`src/rtl/mult_div_unit.sv`:
```
// Multi-cycle MULT/MULTU/DIV/DIVU unit with architectural HI/LO and pipeline stall.
// Optional macro MULDIV_FAST_MULT_EN: single-cycle combinational multiply; divides stay iterative.
module mult_div_unit #(
    parameter int WIDTH = 32,
    parameter int CNT_W = 6
) (
    input  logic             clock,
    input  logic             reset,
    input  logic             start,
    input  logic [1:0]       op,
    input  logic [WIDTH-1:0] operand_a,
    input  logic [WIDTH-1:0] operand_b,
    input  logic             cancel,
    input  logic             hi_we,
    input  logic             lo_we,
    input  logic [WIDTH-1:0] wd,
    output logic [WIDTH-1:0] hi,
    output logic [WIDTH-1:0] lo,
    output logic             busy,
    output logic             done,
    output logic             stall
);

    localparam logic [1:0] IDLE = 2'd0;
    localparam logic [1:0] RUN  = 2'd1;
    localparam logic [1:0] DONE = 2'd2;
    localparam logic [CNT_W-1:0] LAST = CNT_W'(WIDTH - 1);

    logic [1:0]       state;
    logic [CNT_W-1:0] counter;
    logic [WIDTH-1:0] acc, qreg, breg;
    logic             div_q, neg_a, neg_b;

    logic             in_signed;
    logic [WIDTH-1:0] abs_a, abs_b;
    assign in_signed = ~op[0];
    assign abs_a = (in_signed & operand_a[WIDTH-1]) ? -operand_a : operand_a;
    assign abs_b = (in_signed & operand_b[WIDTH-1]) ? -operand_b : operand_b;

    // Multiply step: acc:qreg is the running product, qreg[0] selects the add.
    logic [WIDTH:0]   msum;
    logic [WIDTH-1:0] m_acc_nx, m_q_nx;
    assign msum     = {1'b0, acc} + (qreg[0] ? {1'b0, breg} : '0);
    assign m_acc_nx = msum[WIDTH:1];
    assign m_q_nx   = {msum[0], qreg[WIDTH-1:1]};

    // Restoring divide step: acc is the partial remainder, qreg shifts dividend out / quotient in.
    logic [WIDTH:0]   rs, diff;
    logic [WIDTH-1:0] d_acc_nx, d_q_nx;
    assign rs       = {acc, qreg[WIDTH-1]};
    assign diff     = rs - {1'b0, breg};
    assign d_acc_nx = diff[WIDTH] ? rs[WIDTH-1:0] : diff[WIDTH-1:0];
    assign d_q_nx   = {qreg[WIDTH-2:0], ~diff[WIDTH]};

    logic [2*WIDTH-1:0] prod, prod_fix;
    logic [WIDTH-1:0]   quo_fix, rem_fix;
    assign prod     = {m_acc_nx, m_q_nx};
    assign prod_fix = (neg_a ^ neg_b) ? -prod : prod;
    assign quo_fix  = (neg_a ^ neg_b) ? -d_q_nx : d_q_nx;
    assign rem_fix  = neg_a ? -d_acc_nx : d_acc_nx;

`ifdef MULDIV_FAST_MULT_EN
    logic [2*WIDTH-1:0] fast_prod;
    assign fast_prod = {{WIDTH{in_signed & operand_a[WIDTH-1]}}, operand_a}
                     * {{WIDTH{in_signed & operand_b[WIDTH-1]}}, operand_b};
`endif

    always_ff @(posedge clock or posedge reset) begin
        if (reset) begin
            state   <= IDLE;
            counter <= '0;
            acc     <= '0;
            qreg    <= '0;
            breg    <= '0;
            div_q   <= 1'b0;
            neg_a   <= 1'b0;
            neg_b   <= 1'b0;
            hi      <= '0;
            lo      <= '0;
        end else begin
            case (state)
                IDLE: begin
                    if (hi_we) hi <= wd;
                    if (lo_we) lo <= wd;
                    if (!cancel && start) begin
                        acc     <= '0;
                        qreg    <= abs_a;
                        breg    <= abs_b;
                        div_q   <= op[1];
                        neg_a   <= in_signed & operand_a[WIDTH-1];
                        neg_b   <= in_signed & operand_b[WIDTH-1];
                        counter <= '0;
`ifdef MULDIV_FAST_MULT_EN
                        if (!op[1]) begin
                            {hi, lo} <= fast_prod;
                            state    <= DONE;
                        end else begin
                            state <= RUN;
                        end
`else
                        state <= RUN;
`endif
                    end
                end
                RUN: begin
                    if (cancel) begin
                        state <= IDLE;
                    end else begin
                        acc     <= div_q ? d_acc_nx : m_acc_nx;
                        qreg    <= div_q ? d_q_nx : m_q_nx;
                        counter <= counter + 1'b1;
                        if (counter == LAST) begin
                            if (div_q) begin
                                hi <= rem_fix;
                                lo <= (breg == '0) ? '1 : quo_fix;
                            end else begin
                                {hi, lo} <= prod_fix;
                            end
                            state <= DONE;
                        end
                    end
                end
                default: state <= IDLE;
            endcase
        end
    end

    assign busy  = (state != IDLE);
    assign done  = (state == DONE);
    assign stall = (state == RUN) | ((state == IDLE) & start);

endmodule

```
`config.mk`:
```
export PLATFORM = sky130hd
export DESIGN_NAME = mult_div_unit
export DESIGN_NICKNAME = d
export VERILOG_FILES = /design/src/rtl/mult_div_unit.sv
export SDC_FILE = /design/constraint.sdc
export NUM_CORES = 1
export LEC_CHECK = 0
export BUFFER_PORTS_ARGS = -buffer_cell sky130_fd_sc_hd__buf_2
export CORE_ASPECT_RATIO = 0.5
export CORE_MARGIN = 1
export CORE_UTILIZATION = 59
export DETAILED_ROUTE_END_ITERATION = 16
export GPL_ROUTABILITY_DRIVEN = 0
export PLACE_DENSITY_LB_ADDON = 0.1
export SYNTH_ARGS = -nofsm -noshare
export SYNTH_HDL_FRONTEND = slang
export SYNTH_SLANG_ARGS = --single-unit
```
`constraint.sdc`:
```
create_clock -name clock -period 14.5 [get_ports clock]
set_input_delay 2.9 -clock clock [delete_from_list [all_inputs] [get_ports clock]]
set_output_delay 2.9 -clock clock [all_outputs]
set_load 0.005 [all_outputs]
```
# Yosys cells after proc, flatten, opt, wreduce, memory -nomap -nowiden
# Cells that the tools add are included.
[word_totals]
out_inout_bits = 67
in_bits = 104
reg_bits = 171
wordCells = 78
[classes]
n_addsub = 8
bitwise_logic = 7
n_eq_ne = 9
n_reduce_logical = 11
n_mux = 33
[ops]
columns = ["operator", "count"]
rows = [
  ["32-bit 2-to-1 mux", 21],
  ["32-bit case mux with 2 select lines", 4],
  ["32-bit negator", 4],
  ["64-bit 2-to-1 mux", 1],
  ["64-bit negator", 1],
  ["32-bit by 32-bit adder with 33-bit output", 1],
  ["33-bit by 32-bit subtractor with 33-bit output", 1],
  ["32-bit zero test", 1],
  ["6-bit 2-to-1 mux", 2],
  ["6-bit case mux with 2 select lines", 1],
  ["2-bit inequality test, second input constant", 5],
  ["4-bit AND reduction", 2],
  ["6-bit by 1-bit adder with 6-bit output, second input constant", 1],
  ["6-bit by 5-bit equality test with 1-bit output, second input constant", 1],
  ["2-bit 2-to-1 mux", 3],
  ["2-bit case mux with 2 select lines", 1],
  ["2-bit AND reduction", 2],
  ["2-bit nonzero test", 2],
  ["1-bit bitwise AND", 3],
  ["3-bit inequality test, second input constant", 1],
  ["3-bit AND reduction", 1],
  ["2-bit by 1-bit equality test with 1-bit output, second input constant", 1],
  ["2-bit equality test, second input constant", 1],
  ["2-bit zero test", 1],
  ["other kinds (5)", 6],
]

# Longest topological paths before layout
# Gate-level depths: netlist of the first run.
[depth]
ltp_word = 9
ltp_mapped = 26
depth_no_buf = 22

# Worst setup path after synthesis of the first run
# No wires, ideal clock.
[synth_timing]
path_type = "input -> output"
from = "input start"
to = "output stall"
required_time_ps = 11600
arrival_time_ps = 3082
cell_stages = 2
path_buffers = 0
slack_ps = 8518
cell_sequence = "nor2_1 > nor2_1"
[synth_between]
elab_chain_cells = 2
[synth_rtl]
columns = ["item", "line_no", "source"]
rows = [
  ["from (decl)", "9", "input logic start,"],
  ["1-bit bitwise AND", "130", "assign stall = (state == RUN) | ((state == IDLE) & start);"],
  ["1-bit bitwise OR", "130", ""],
  ["to (decl)", "21", "output logic stall"],
]
# Every way passes these cells.

# Worst setup path in the final report of the first run
[layout_timing]
from = "register qreg[31]"
to = "register hi[30]"
[layout_between]
elab_chain_cells = 8
elab_cells_between_ends = 10
classes_between = "3 x add/sub; 7 x mux"
[layout_rtl]
columns = ["item", "line_no", "source"]
rows = [
  ["from (decl)", "31", "logic [WIDTH-1:0] acc, qreg, breg;"],
  ["from (signal assigned)", "87", "qreg <= abs_a;"],
  ["from (signal assigned)", "110", "qreg <= div_q ? d_q_nx : m_q_nx;"],
  ["33-bit by 32-bit subtractor with 33-bit output", "51", "assign diff = rs - {1'b0, breg};"],
  ["32-bit 2-to-1 mux", "52", "assign d_acc_nx = diff[WIDTH] ? rs[WIDTH-1:0] : diff[WIDTH-1:0];"],
  ["32-bit negator", "60", "assign rem_fix = neg_a ? -d_acc_nx : d_acc_nx;"],
  ["32-bit 2-to-1 mux", "60", ""],
  ["32-bit 2-to-1 mux *", "113", "if (div_q) begin"],
  ["32-bit 2-to-1 mux *", "112", "if (counter == LAST) begin"],
  ["32-bit 2-to-1 mux *", "106", "if (cancel) begin"],
  ["32-bit case mux with 2 select lines *", "81", "case (state)"],
  ["to (signal assigned)", "83", "if (hi_we) hi <= wd;"],
  ["to (signal assigned)", "114", "hi <= rem_fix;"],
  ["to (signal assigned)", "117", "{hi, lo} <= prod_fix;"],
  ["to (decl)", "17", "output logic [WIDTH-1:0] hi,"],
]
# Every way passes the cells marked *; elsewhere a longest branch is shown, timed or not. The select of a mux whose other input is x is not followed.
# A chain may end at the register's enable or synchronous reset.

==> results of run 1 <==
-- per-layer routing --
metal / global-route usage (%) / vias up
met5: 0 / -
met4: 11.2 / 0
met3: 8.57 / 94
met2: 55.3 / 934
met1: 54.9 / 8219
li1: - / 8190
-- power by group through the flow --
stage          clock (mW)  combinational, mW  sequential, mW
2_1_floorplan           0               1.54           0.679
3_3_place_gp            0               1.97           0.763
3_5_place_dp            0               1.99           0.768
4_1_cts             0.505               2.00           0.760
5_1_grt             0.524               2.24           0.780
6_report            0.505               2.07           0.768
-- worst max path at each step --
stage,from,end,slack [ns],cells past startpoint
after floorplan,reset,acc[0]$_DFFE_PP0P_,6.97,1
after global routing,qreg[31]$_DFFE_PP0P_,hi[26]$_DFFE_PP0P_,7.46,24
after CTS,qreg[31]$_DFFE_PP0P_,hi[30]$_DFFE_PP0P_,8.00,24
after detailed placement,qreg[31]$_DFFE_PP0P_,hi[30]$_DFFE_PP0P_,8.07,24
after global placement,qreg[31]$_DFFE_PP0P_,hi[28]$_DFFE_PP0P_,8.25,24
final,qreg[31]$_DFFE_PP0P_,hi[30]$_DFFE_PP0P_,7.80,24
-- layout by cell type, fill, tap and decap left out, drive strengths merged, types with 8 or more instances in the layout --
cell	instances
dfrtp	171
o21ai	242
o21a	12
mux2i	58
nand3	35
and3	27
nand2	273
nand3b	9
a31oi	47
o41ai	12
o211ai	24
nor4	38
o22ai	8
nor4b	9
nor3	43
xor2	115
a211oi	12
ha	70
xnor2	117
a221oi	10
o31ai	13
inv	65
clkbuf	18
a21o	24
and2	16
o221ai	28
nand4	10
a22o	16
a21oi	191
nand2b	15
or3	26
o2111ai	8
nor2	235
buf	190
nor2b	8
or2	9
-- registers in the layout, summed over array words and instances (netlist names), 2 cells and up --
name,flops
hi,32
breg,32
lo,32
state,2
qreg,32
counter,6
acc,32
-- worst reg2reg max path, stage by stage (launching register included) --
cell and delay [ns]:
dfrtp_1 0.43, inv_1 0.20, ha_1 0.21, inv_1 0.06, fa_1 0.42, a211oi_1 0.34, o21a_1 0.34, a21boi_2 0.13
o2111ai_2 0.30, a31oi_4 0.17, xor2_4 0.14, buf_4 0.60, inv_1 0.10, buf_4 0.29, mux2i_1 0.32, ha_1 0.27
nand2_1 0.07, nor3_1 0.27, or4b_1 0.52, or4b_1 0.51, nand2_1 0.11, o211ai_1 0.12, o41ai_1 0.35, xor2_1 0.19
o21ai_0 0.09
-- kinds of logic after synthesis --
kind of cell | Yosys count | synth area share (%)
muxes | 63 | 3.78
DFF | 171 | 25.4
xor gates and xnor gates | 232 | 12.1
buffers and inverters | 216 | 5.64
AOI/OAI and AO/OA | 709 | 26.0
adders and majority gates | 72 | 5.43
and+or+nand+nor | 778 | 21.7
-- cell usage after synthesis (all sizes together) (36+ instances only) --
cell    instances  area, µm²
a21oi         191        960
a31oi          47        309
buf            36        214
clkbuf        116        489
dfrtp         171       4280
ha             70        876
inv            60        225
mux2i          58        581
nand2         273       1030
nor2          235        882
nor3           43        215
nor4           38        244
o21ai         242       1210
xnor2         117       1020
xor2          115       1010
-- stage by stage --
stage / util [%] / std cells / worst slack, ns
6_report: 65.6 / 2693 / 7.80
5_1_grt: 65.6 / 2693 / 7.46
4_1_cts: 65.6 / 2692 / 8.00
3_5_place_dp: 63.4 / 2660 / 8.07
3_3_place_gp: 63.4 / 2660 / 8.25
2_1_floorplan: - / 2241 / 6.97
-- cell type report --
class,count,area [µm²],area share [%]
multi-input combinational,1854,11700,63.8
sequential,171,4280,23.4
timing repair buffer,190,1000,5.47
tap,382,478,2.61
clock buffer,18,439,2.40
inverter,63,243,1.33
clock inverter,14,183,0.997
antenna,1,2.50,0.0137
==> flow_summary.ini, run 1 <==
[cts]
cts-resized-gates = 0
numCtsBuffers = 17
post_cts_buffers = 0
clk_path_buf_depth = 2
cts_tree = done
clkLatencyLatePin_ns = 0.47
root_buffer = clkbuf_16
clk_pin_slew_worst_paths_ns = 0.08
cts.sinks = 171
ctsHoldBuffers = 0
h-tree-depth = 4

[power_and_ir_drop]
pwr-share-clk_pct = 15.1
combPwrFrac_pct = 61.9
powerDensity_nw_per_um2 = 182
p_total_mw = 3.34
p_sw_mw = 1.71
power.share.sequential_pct = 23.0
ir_drop_v = 0.0000960
p_leak_nw = 8.03
p_int_mw = 1.63
netSwitchingFraction_pct = 51.2

[die]
initial_core_util_pct = 60.4
std_cell_rows = 43
io-pin-count = 171
die_height_um = 122
core_area_um2 = 27900
die_area_um2 = 29300
chipWidth_um = 241

[synthesis]
yosys_most_used_dff = dfrtp_1
yosysWarnings = 0
synth_cell_type_count = 98
ys_seq_area_share_pct = 25.4
async_reset_ff_share_pct = 100
synth-edff-count = 0
synth_area_um2 = 16900
ys_ff_latch = 171
synth_nets = 2417
syn_avg_cell_area_um2 = 7.53
syn_inst = 2241

[status]
status = finished clean

[min_path]
worstHoldStart = hi[4]$_DFFE_PP0P_
holdPathEnd = hi[4]$_DFFE_PP0P_
hold_depth = 2
hold_path_class = register to register

[timing]
slew_viol_final = 0
rsz0062_at_grt = no
relSlewSlack_pct = 12.4
hold_viol_final = 0
setup_tns_ns = 0
fmax_mhz = 149
period_share_pct = 46.2
whs_ns = 0.483
finalCriticalPeriod_ns = 6.70
fin_skew_ns = 0.0140
worst_pin_slew_ns = 1.31
setup_viol = 0

[critical_path]
regToRegEndpoint = hi[30]$_DFFE_PP0P_
crit_family = compound AO/OA/AOI/OAI gates
cp_num_buf_inv = 5
worstPathCellList = inv_1, ha_1, inv_1, fa_1, a211oi_1, o21a_1, a21boi_2, o2111ai_2, a31oi_4, xor2_4, buf_4, inv_1, buf_4, mux2i_1, ha_1, nand2_1, nor3_1, or4b_1, or4b_1, nand2_1, o211ai_1, o41ai_1, xor2_1, o21ai_0
crit_arrival_ns = 7.02
cp-end-kind = register
max_stage_delay_ns = 0.60
path_common_cell = inv_1
r2r_slack_ns = 7.80
critPathLaunchType = register
r2r_cells = 24
cpMaxStageDelayCell = buf_4
worstPathRequired_ns = 14.82
reg2reg_from = qreg[31]$_DFFE_PP0P_
crit_type = register to register
crit_fanout = 58

[detailed_routing]
drt-pass1-iter-count = 6
antenna_left = 0
wirelength_mm = 55.6
post-route-drc-count = 0
via_per_inst = 6.47
wl_per_cell_um = 20.6
met3WireLength_mm = 6.10
highest_layer = met4
wl_met1_mm = 24.6
vias = 17400
wl_met2_mm = 23.5
drt_iter0_drc = 2191

[layout]
nets = 2473
area_growth_syn_to_layout_pct = 8.57
fin_area_um2 = 18300
fillers = 2501
drive_above_1_share_pct = 11.9

[global_route]
grt_pass1_wl_mm = 85.8
grt_max_degree = 101
antenna_found_initial = 1
grtUsageTotal_pct = 37.7
grt-ovfl-total = 0
grt_pass1_vias = 15500

[placement]
portBuffers = 170
placed_cell_area_um2 = 17700
dp_hpwl_mm = 41.4

[flow_run]
max_cap_violations = 0
Power figures use the tool's default switching activity.
==> inputs of run 2 (changes only) <==
==> constraint.sdc (replaced) <==
create_clock -name clock -period 6.92 [get_ports clock]
set_input_delay 1.384 -clock clock [delete_from_list [all_inputs] [get_ports clock]]
set_output_delay 1.384 -clock clock [all_outputs]
set_load 0.005 [all_outputs]
==> flow_summary.ini, run 2 (synthesis results as in run 1) <==
[die]
core_area_um2 = 27900
initial_core_util_pct = 60.4
io-pin-count = 171
die_height_um = 122
chipWidth_um = 241
std_cell_rows = 43
die_area_um2 = 29300

[layout]
fin_util_pct = 65.4
nets = 2478
fillers = 2503
layout.cells.non_filler = 2697
drive_above_1_share_pct = 12.1
layout.cells.most_common = nand2_1
layout_common_cells = nand2_1, nor2_1, o21ai_0
fin_area_um2 = 18300
n_antenna_cell = 0
area_growth_syn_to_layout_pct = 8.26

[detailed_routing]
antenna_left = 0
drt_iter0_drc = 2335
wl_per_cell_um = 21.0
wirelength_mm = 56.6
vias = 17500
drt-pass1-iter-count = 6
via_per_inst = 6.49
post-route-drc-count = 0

[cts]
h-tree-depth = 4
clkLatencyLatePin_ns = 0.47
clk_pin_slew_worst_paths_ns = 0.07
ctsHoldBuffers = 0
cts_tree = done
root_buffer = clkbuf_16
cts.sinks = 171
clk_path_buf_depth = 2
numCtsBuffers = 17
cts-resized-gates = 0
post_cts_buffers = 0

[timing]
relSlewSlack_pct = 24.2
fin_skew_ns = 0.0151
rsz0062_at_grt = no
whs_ns = 0.483
fmax_mhz = 166
setup_viol = 0
period_share_pct = 87.0
slew_viol_final = 0
setup_ws_ns = 0.897
setup_tns_ns = 0
finalCriticalPeriod_ns = 6.02
worst_pin_slew_ns = 1.13
hold_viol_final = 0

[placement]
portBuffers = 170
placed_cell_area_um2 = 17700
dp_hpwl_mm = 42.2
placed_cells = 2665
place_worst_setup_slack_ns = 1.15

[flow_run]
max_cap_violations = 0

[critical_path]
crit_type = register to register
critPathLaunchType = register
crit_fanout = 9
worstPathRequired_ns = 7.24
crit_arrival_ns = 6.34
cp-end-kind = register

[global_route]
grt_max_degree = 107
grt_pass1_vias = 15400
grtUsageTotal_pct = 38.3
grt_pass1_wl_mm = 86.1
grt-ovfl-total = 0
antenna_found_initial = 0

[min_path]
hold_path_class = register to register

[power_and_ir_drop]
p_total_mw = 6.94
ir_drop_v = 0.000243
powerDensity_nw_per_um2 = 380
p_leak_nw = 8.02

[status]
status = finished clean
[run 2: changes by cell type in the layout (fill, tap and decap cells not counted), sizes merged]
cell	previous run	this run
inv	65	64
bufinv	3	0
clkinv	6	8
diode	1	0
clkbuf	18	20
buf	190	195
[run 2: area by class of cell]
type | count | area (µm²) | share of cell area (%)
Inverter | 63 | 243 | 1.33
Tap cell | 382 | 478 | 2.62
Clock buffer | 20 | 447 | 2.45
Timing Repair Buffer | 195 | 1040 | 5.69
Clock inverter | 12 | 88.8 | 0.486
Multi-Input combinational cell | 1854 | 11700 | 64.0
Sequential cell | 171 | 4280 | 23.4
[run 2: path summary, 6_finish.rpt]
kind	slack [ns]	start	endpoint	depth (start not counted)
max	0.90	qreg[31]$_DFFE_PP0P_	hi[26]$_DFFE_PP0P_	22
min	0.48	hi[13]$_DFFE_PP0P_	hi[13]$_DFFE_PP0P_	2
max reg2reg	0.90	qreg[31]$_DFFE_PP0P_	hi[26]$_DFFE_PP0P_	22
min reg2reg	0.48	hi[13]$_DFFE_PP0P_	hi[13]$_DFFE_PP0P_	2
max in group asynchronous	4.62	reset	breg[17]$_DFFE_PP0P_	3
min in group asynchronous	1.07	reset	lo[13]$_DFFE_PP0P_	2
[run 2: critical path, stage by stage (launching register included)]
cell       delay, ns
dfrtp_1         0.41
inv_1           0.16
ha_1            0.19
inv_1           0.05
fa_1            0.42
a211oi_1        0.38
o21a_1          0.37
a21boi_2        0.14
o2111ai_2       0.28
a31oi_4         0.18
xor2_4          0.35
inv_1           0.12
mux2i_1         0.26
ha_1            0.26
nand2_1         0.07
nor3_1          0.35
or4b_1          0.54
nor4b_1         0.41
o21ai_1         0.24
o31ai_1         0.32
xor2_1          0.10
mux2i_1         0.16
o22ai_1         0.11
[run 2: where the power goes]
part           switching (mW)  internal (mW)
clock network           0.465          0.472
logic                    2.80           1.59
registers               0.363           1.24
[run 2: per-layer routing]
metal / part of all wire [%] / wire (µm) / track usage (%)
met1: 44 / 24800 / 55.8
met2: 42 / 23600 / 55.7
met3: 12 / 6610 / 9.00
met4: 2.8 / 1570 / 11.8
met5: 0 / 0 / 0
